===== config.mk =====
export PLATFORM = sky130hd
export DESIGN_NAME = aes_key_expander
export DESIGN_NICKNAME = d
export VERILOG_FILES = /design/src/rtl/aes_key_expander.sv
export SDC_FILE = /design/constraint.sdc
export NUM_CORES = 2
export LEC_CHECK = 0
export BUFFER_PORTS_ARGS = -buffer_cell sky130_fd_sc_hd__buf_2
export CORE_MARGIN = 2
export CORE_UTILIZATION = 50
export CTS_CLUSTER_SIZE = 14
export DETAILED_ROUTE_END_ITERATION = 16
export GPL_ROUTABILITY_DRIVEN = 1
export GPL_TIMING_DRIVEN = 0
export PLACE_DENSITY_LB_ADDON = 0.05
export SLEW_MARGIN = 0
export SYNTH_ARGS = -nofsm -noshare
export SYNTH_HDL_FRONTEND = slang
export SYNTH_SLANG_ARGS = --single-unit

===== constraint.sdc =====
create_clock -name clk -period 33.6 [get_ports clk]
set_input_delay 5.04 -clock clk [delete_from_list [all_inputs] [get_ports clk]]
set_output_delay 5.04 -clock clk [all_outputs]
set_load 0.02 [all_outputs]

===== src/rtl/aes_key_expander.sv =====
// Iterative AES-128/192/256 key-schedule engine: one 32-bit schedule word per
// clock, complete 128-bit round keys handed out over a valid/ready handshake.

module sbox (
  input  logic [7:0] din,
  output logic [7:0] dout
);

  localparam logic [7:0] INV_EXP = 8'hfe;

  function automatic logic [7:0] gf_mul(input logic [7:0] a, input logic [7:0] b);
    logic [7:0] p;
    logic [7:0] aa;
    logic [7:0] bb;
    p  = 8'h00;
    aa = a;
    bb = b;
    for (int k = 0; k < 8; k++) begin
      if (bb[0]) p = p ^ aa;
      aa = {aa[6:0], 1'b0} ^ (aa[7] ? 8'h1b : 8'h00);
      bb = {1'b0, bb[7:1]};
    end
    return p;
  endfunction

  // Multiplicative inverse as x^254 (maps 0 to 0, as the S-box requires).
  function automatic logic [7:0] gf_inv(input logic [7:0] x);
    logic [7:0] r;
    r = 8'h01;
    for (int k = 7; k >= 0; k--) begin
      r = gf_mul(r, r);
      if (INV_EXP[k]) r = gf_mul(r, x);
    end
    return r;
  endfunction

  logic [7:0] inv;

  assign inv  = gf_inv(din);
  assign dout = inv ^ {inv[6:0], inv[7]} ^ {inv[5:0], inv[7:6]}
              ^ {inv[4:0], inv[7:5]} ^ {inv[3:0], inv[7:4]} ^ 8'h63;

endmodule

module aes_key_expander #(
  parameter int KEY_BITS = 128
) (
  input  logic                clk,
  input  logic                rst,
  input  logic                start,
  input  logic [KEY_BITS-1:0] key_in,
  output logic                busy,
  output logic                rk_valid,
  input  logic                rk_ready,
  output logic [127:0]        rk_data,
  output logic [3:0]          rk_index,
  output logic                done
);

  localparam int NK = KEY_BITS / 32;
  localparam int NR = NK + 6;
  localparam int NW = 4 * (NR + 1);
  localparam logic [5:0] LAST_W  = 6'(NW - 1);
  localparam logic [5:0] NK_W    = 6'(NK);
  localparam logic [2:0] NK_M1   = 3'(NK - 1);
  localparam logic       IS_K256 = (NK == 8);

  generate
    if (KEY_BITS != 128 && KEY_BITS != 192 && KEY_BITS != 256) begin : g_bad_key
      $error("aes_key_expander: KEY_BITS must be 128, 192 or 256");
    end
  endgenerate

  typedef enum logic [1:0] {IDLE, RUN, FINISH} state_t;

  state_t state_reg, state_next;

  logic [31:0]  win_reg [NK];
  logic [31:0]  acc_reg [3];
  logic [5:0]   i_reg;
  logic [2:0]   j_reg;
  logic [7:0]   rcon_reg;
  logic [127:0] rk_data_reg;
  logic [3:0]   rk_index_reg;
  logic         rk_valid_reg;
  logic         done_reg;

  logic        completing;
  logic        accept;
  logic        stall;
  logic        advance;
  logic        in_key_phase;
  logic        rot_step;
  logic        sub_step;
  logic [31:0] temp;
  logic [31:0] rot_word;
  logic [31:0] sub_in;
  logic [31:0] sub_out;
  logic [31:0] new_word;

  // Only a group-completing word needs the output register, so only it stalls.
  assign completing   = (i_reg[1:0] == 2'd3);
  assign accept       = rk_valid_reg && rk_ready;
  assign stall        = completing && rk_valid_reg && !rk_ready;
  assign advance      = (state_reg == RUN) && !stall;
  assign in_key_phase = (i_reg < NK_W);
  assign rot_step     = !in_key_phase && (j_reg == 3'd0);
  assign sub_step     = !in_key_phase && IS_K256 && (j_reg == 3'd4);

  assign temp     = win_reg[NK-1];
  assign rot_word = {temp[23:0], temp[31:24]};
  assign sub_in   = rot_step ? rot_word : temp;

  genvar gi;
  generate
    for (gi = 0; gi < 4; gi++) begin : g_sbox
      sbox u_sbox (
        .din  (sub_in[8*gi +: 8]),
        .dout (sub_out[8*gi +: 8])
      );
    end
  endgenerate

  // win_reg[0] is w[i-NK]; during the key phase the window just rotates.
  always_comb begin
    new_word = win_reg[0] ^ temp;
    if (in_key_phase) begin
      new_word = win_reg[0];
    end else if (rot_step) begin
      new_word = win_reg[0] ^ sub_out ^ {rcon_reg, 24'h000000};
    end else if (sub_step) begin
      new_word = win_reg[0] ^ sub_out;
    end
  end

  always_comb begin
    state_next = state_reg;
    case (state_reg)
      IDLE:    if (start) state_next = RUN;
      RUN:     if (advance && (i_reg == LAST_W)) state_next = FINISH;
      FINISH:  if (accept) state_next = IDLE;
      default: state_next = IDLE;
    endcase
  end

  always_ff @(posedge clk) begin
    if (rst) begin
      state_reg <= IDLE;
    end else begin
      state_reg <= state_next;
    end
  end

  always_ff @(posedge clk) begin
    if (rst) begin
      for (int k = 0; k < NK; k++) win_reg[k] <= 32'h0;
      for (int k = 0; k < 3; k++) acc_reg[k] <= 32'h0;
      i_reg        <= 6'd0;
      j_reg        <= 3'd0;
      rcon_reg     <= 8'h01;
      rk_data_reg  <= 128'h0;
      rk_index_reg <= 4'd0;
      rk_valid_reg <= 1'b0;
      done_reg     <= 1'b0;
    end else begin
      done_reg <= (state_reg == FINISH) && accept;

      if ((state_reg == IDLE) && start) begin
        for (int k = 0; k < NK; k++) win_reg[k] <= key_in[KEY_BITS-1-32*k -: 32];
        i_reg    <= 6'd0;
        j_reg    <= 3'd0;
        rcon_reg <= 8'h01;
      end else if (advance) begin
        for (int k = 0; k < NK - 1; k++) win_reg[k] <= win_reg[k+1];
        win_reg[NK-1] <= new_word;
        i_reg <= i_reg + 6'd1;
        j_reg <= (j_reg == NK_M1) ? 3'd0 : j_reg + 3'd1;
        if (rot_step) rcon_reg <= {rcon_reg[6:0], 1'b0} ^ (rcon_reg[7] ? 8'h1b : 8'h00);
        for (int k = 0; k < 3; k++) begin
          if (!completing && (i_reg[1:0] == 2'(k))) acc_reg[k] <= new_word;
        end
      end

      if (advance && completing) begin
        rk_data_reg  <= {acc_reg[0], acc_reg[1], acc_reg[2], new_word};
        rk_index_reg <= i_reg[5:2];
        rk_valid_reg <= 1'b1;
      end else if (accept) begin
        rk_valid_reg <= 1'b0;
      end
    end
  end

  assign busy     = (state_reg != IDLE);
  assign rk_valid = rk_valid_reg;
  assign rk_data  = rk_data_reg;
  assign rk_index = rk_index_reg;
  assign done     = done_reg;

endmodule


# == After elaboration in Yosys (flattened, before gate mapping) ==
# Memory sizes are Yosys's and may differ from the RTL's. A register that Yosys moved wholly into a read port is not among the register bits.
# Index checks and enable logic that the tools add are counted.
# op_classes
bitwise_logic,791
n_lt_le_gt_ge,1
n_eq_ne,10
reduce_logical,24
add_sub_neg,2
mux,858
# op_table
cell,count
bitwise XOR 8 bit,744
2-to-1 mux 8 bit,420
2-to-1 mux 5 bit,369
2-to-1 mux 32 bit,14
bitwise XOR 32 bit,3
2-to-1 mux 1 bit,30
2-to-1 mux 7 bit,4
"NOT 1 bit, first input constant",28
2-to-1 mux 6 bit,4
2-to-1 mux 4 bit,4
NOT 4 bit,4
2-to-1 mux 3 bit,5
2-to-1 mux 2 bit,7
logical AND 1 bit,12
bitwise OR 1 bit,11
bitwise XOR 8 x 5 -> 8 bit,1
"adder 6 x 1 -> 6 bit, second input constant",1
"== test 2 bit, second input constant",3
"== test 6 bit, second input constant",1
"less-than comparator 6 x 3 -> 1 bit, second input constant",1
one-hot mux 2 bit (3 select lines),1
"== test 2 x 1 -> 1 bit, second input constant",2
logical NOT 1 bit,4
logical NOT 2 bit,2
other kinds (9),11
# totals
in_bits,132
register_bits,153
mem_count,2
wordCells,1696
mem_bits_rw,224
# memory_table
memory,depth,width,read_ports,rd_ports_with_merged_regs,wr,line,text
win_reg,4,32,4,0,4,78,logic [31:0] win_reg [NK];
acc_reg,3,32,3,3,3,79,logic [31:0] acc_reg [3];

# == Depth between registers and ports, before layout ==
# logic_depth
depth_word,230
depth_mapped,103
depth_no_buf,89

# == Cells and area by module ==
# Synthesis repeated with hierarchy kept, for this count alone.
# hier_totals
hier_cells,8607
area_unflattened_um2,75032.0
# modules_own_cells
module,area_per_inst_um2,instances,cells_each
sbox,14800.4,4,1801
aes_key_expander,15830.2,1,1403

# == Least setup slack after synthesis ==
# OpenSTA, ideal clock, no wires.
# synth_path
kind,flip-flop to flip-flop
start,register i_reg[3]
end,"memory acc_reg[0][29], data pin"
setup_time_ps,273
stages_incl_launch_ff,95
slack_ps,10259
t_arrival_ps,23068
synth_period_minus_slack_ps,23341
cell_sequence,dfxtp_1 or4_4 nand2_4 mux2i_2 xnor3_1 nor2_1 xor2_1 xnor3_1 buf_6 a211o_1 nand3_1 xnor2_1 inv_4 buf_6 buf_2 ha_1 buf_1 xnor2_4 [... 59 more ...] buf_4 nor2_1 o32ai_1 xnor3_1 xor2_1 clkinv_1 ha_1 xor2_1 xnor3_1 xnor3_1 xor2_1 a221oi_2 xor2_1 xnor3_1 xnor3_1 xnor2_1 a21oi_2 nor2_1
# synth_rtl
element,line,text
"start, declared",80,logic [5:0] i_reg;
"start signal, assigned",176,i_reg <= i_reg + 6'd1;
"end, declared",79,

==> qor.csv <==
metric,value,unit
synth_flop_cell,edfxtp_1,
synthAdderAreaFrac,0.485,%
cts_root_buffer,clkbuf_16,
postCtsHoldBufs,0,
gp_congestion,0.994,
pin_count,267,
cap_viol_max_count,0,
first_pass_iters,6,
tightestPinTransition,1.24,ns
dp_hpwl,211,mm
antenna_found_initial,3,
min_path_cells,2,
wl_per_cell,23.7,um
final_layout_size_suffix_gt1_share,14.2,%
hold_violations,0,
postCtsResizedCells,0,
run_status,"finished, final reports clean",
clock_latency,0.54,ns
met1Wirelength,117,mm
synthesis.area,77400,um^2
die_h,397,um
synth_xor_area_share,42.4,%
grt_pass1_wl,405,mm
start_util,50.3,%
cts_sinks,377,
clock_skew,0.0197,ns
htree_levels,2,
cts_tree,built,
timing.critical_path.mode_cell,xnor2_1,
crit_buf_inv,21,
synth_compound_area_share,16.1,%
layout_common_cells,"xnor2_1, nand2_1, nor2_1, xor2_1, a21oi_1",
finalInstanceArea,82500,um^2
drc,0,
holdWs,0.449,ns
syn_area_per_cell,8.59,um^2
fp-row-count,144,
ys_seq_area_share,12.7,%
end_kind,flip-flop,
grt_max_degree,44,
slowest_stage,a221oi_1,
grt_use_total,32.7,%
min_from,rk_data[113],
tns,0,ns
synth_mux_area_share,4.55,%
cp_data_required_time,33.80,ns
r2r-start,j_reg[0],
overflow,0,
synth_cells,9006,
period_share,84.5,%
synth_warnings,0,
die_w,397,um
min_period,28.38,ns
critPathLaunch,j_reg[0],
post_cts_buffers,0,
synth_nets,9168,
postSynth.asyncResetShare,0,%
area_growth,6.66,%
wirelength,269,mm
drtIter0Drc,6953,
port_buffers,265,
grt_pass1_vias,64597,
max_stage_delay,0.81,ns
route.met2.wl,123,mm
critPathLaunchType,flip-flop,
synth_cell_types,167,
route.met3.wl,19.1,mm
postRouteAntennaNets,0,
clock.fmax,35.2,MHz
placed_cell_area,81300,um^2
synth_top_family_by_area,XOR/XNOR gates,
path_max_fanout,10,
coreArea,154000,um^2
vias,68551,
viasPerCell,6.02,
layout.cells.most_common,xnor2_1,
synth_edf_count,224,
cts_buffers,39,
cpLargestDelayFamily,XOR/XNOR gates,
slew_violations,0,
cts.clk_slew.worst_paths,0.06,ns
final_nets,9477,
synth-simple-area-share,17.3,%
rsz0062_at_grt,false,
top_layer,met5,
dp.cells,11317,
maxSlewHeadroom,17.3,%
worstHoldPathType,flip-flop to flip-flop,
setup_viol,0,
layout.cells.non_filler,11389,
reg2regPathDepth,93,
worstSetupPathType,flip-flop to flip-flop,
arrival,28.58,ns
crit_cells,93,
die_area,158000,um^2
ys_seq_elements,377,
cts_buffer_depth,3,
==> kinds of logic after synthesis <==
group | count (synthesis)
adders and majority gates | 30
xor gates and xnor gates | 2673
and+or+nand+nor | 3012
AOI/OAI and AO/OA | 1798
DFF | 377
muxes | 327
buffers and inverters | 789
==> final timing paths <==
check,endpoint,slack (ns)
max,acc_reg[0][62],5.22
min,rk_data[113],0.45
max reg2reg,acc_reg[0][62],5.22
min reg2reg,rk_data[113],0.45
==> tightest hold or removal path, stage by stage, from the launching register on <==
cell     delay [ns]
dfxtp_1        0.30
nand2_1        0.05
a21oi_1        0.05
==> cell type report <==
cell class,instances,area (um^2)
fillers,14583,71300
flip-flops and latches,377,9790
repair buffers,268,1400
well taps,2044,2560
clock buffers,61,1130
plain buffers,686,4660
clock inverters,9,63.8
inverters,103,417
diodes,1,2.50
multi-input cells,7840,62500
==> metrics by stage <==
| step | util (%) | setup WS, ns |
|---|---|---|
| 2_1_floorplan | - | 10.26 |
| 3_3_place_gp | 52.8 | 5.91 |
| 3_5_place_dp | 52.8 | 5.75 |
| 4_1_cts | 53.6 | 5.62 |
| 5_1_grt | 53.6 | 4.01 |
| 6_report | 53.6 | 5.22 |
==> layer usage <==
metal / global-route usage (%) / vias to the layer above
met5: 0 / -
met4: 10.9 / 4
met3: 2.95 / 494
met2: 53.0 / 3006
met1: 45.6 / 33237
li1: - / 31810
==> Yosys cell counts (28+ instances only) <==
master    count  area, um^2
a211oi_1     63         473
edfxtp_1    224        6730
nor4_1       28         175
a22o_1       95         832
nand4_1      34         213
xor2_1      545        4770
or3_1        30         188
a21o_1       28         210
xnor2_1    1365       12000
o211ai_1     56         420
inv_1        74         278
o22ai_1     115         719
xor2_2       68        1110
o221ai_1     38         333
dfxtp_1     153        3060
clkbuf_1    282        1060
buf_4        73         548
a22oi_1      39         293
and3_1       42         263
ha_1         30         375
a311oi_1     31         272
nor2_1     1070        4020
clkbuf_8     70         963
a31oi_1      62         388
and2_1       64         400
o21a_1       28         210
buf_6        55         619
nor3_1      160         801
mux2i_1     256        2560
a221oi_1     32         280
xnor3_2      58        1380
nand2_1    1107        4160
nand2b_1     59         369
buf_1        39         146
xnor3_1     377        8490
mux2_2       39         439
nor2b_1      53         332
o21ai_1      82         410
xor3_1       56        1330
xnor2_2     162        2640
o21ai_0     271        1360
nand3_1     160         801
a21oi_1     496        2480
buf_2       120         601
Power is not shown: default switching activity piles up to over one toggle a cycle in this logic, so the estimate is an artifact.
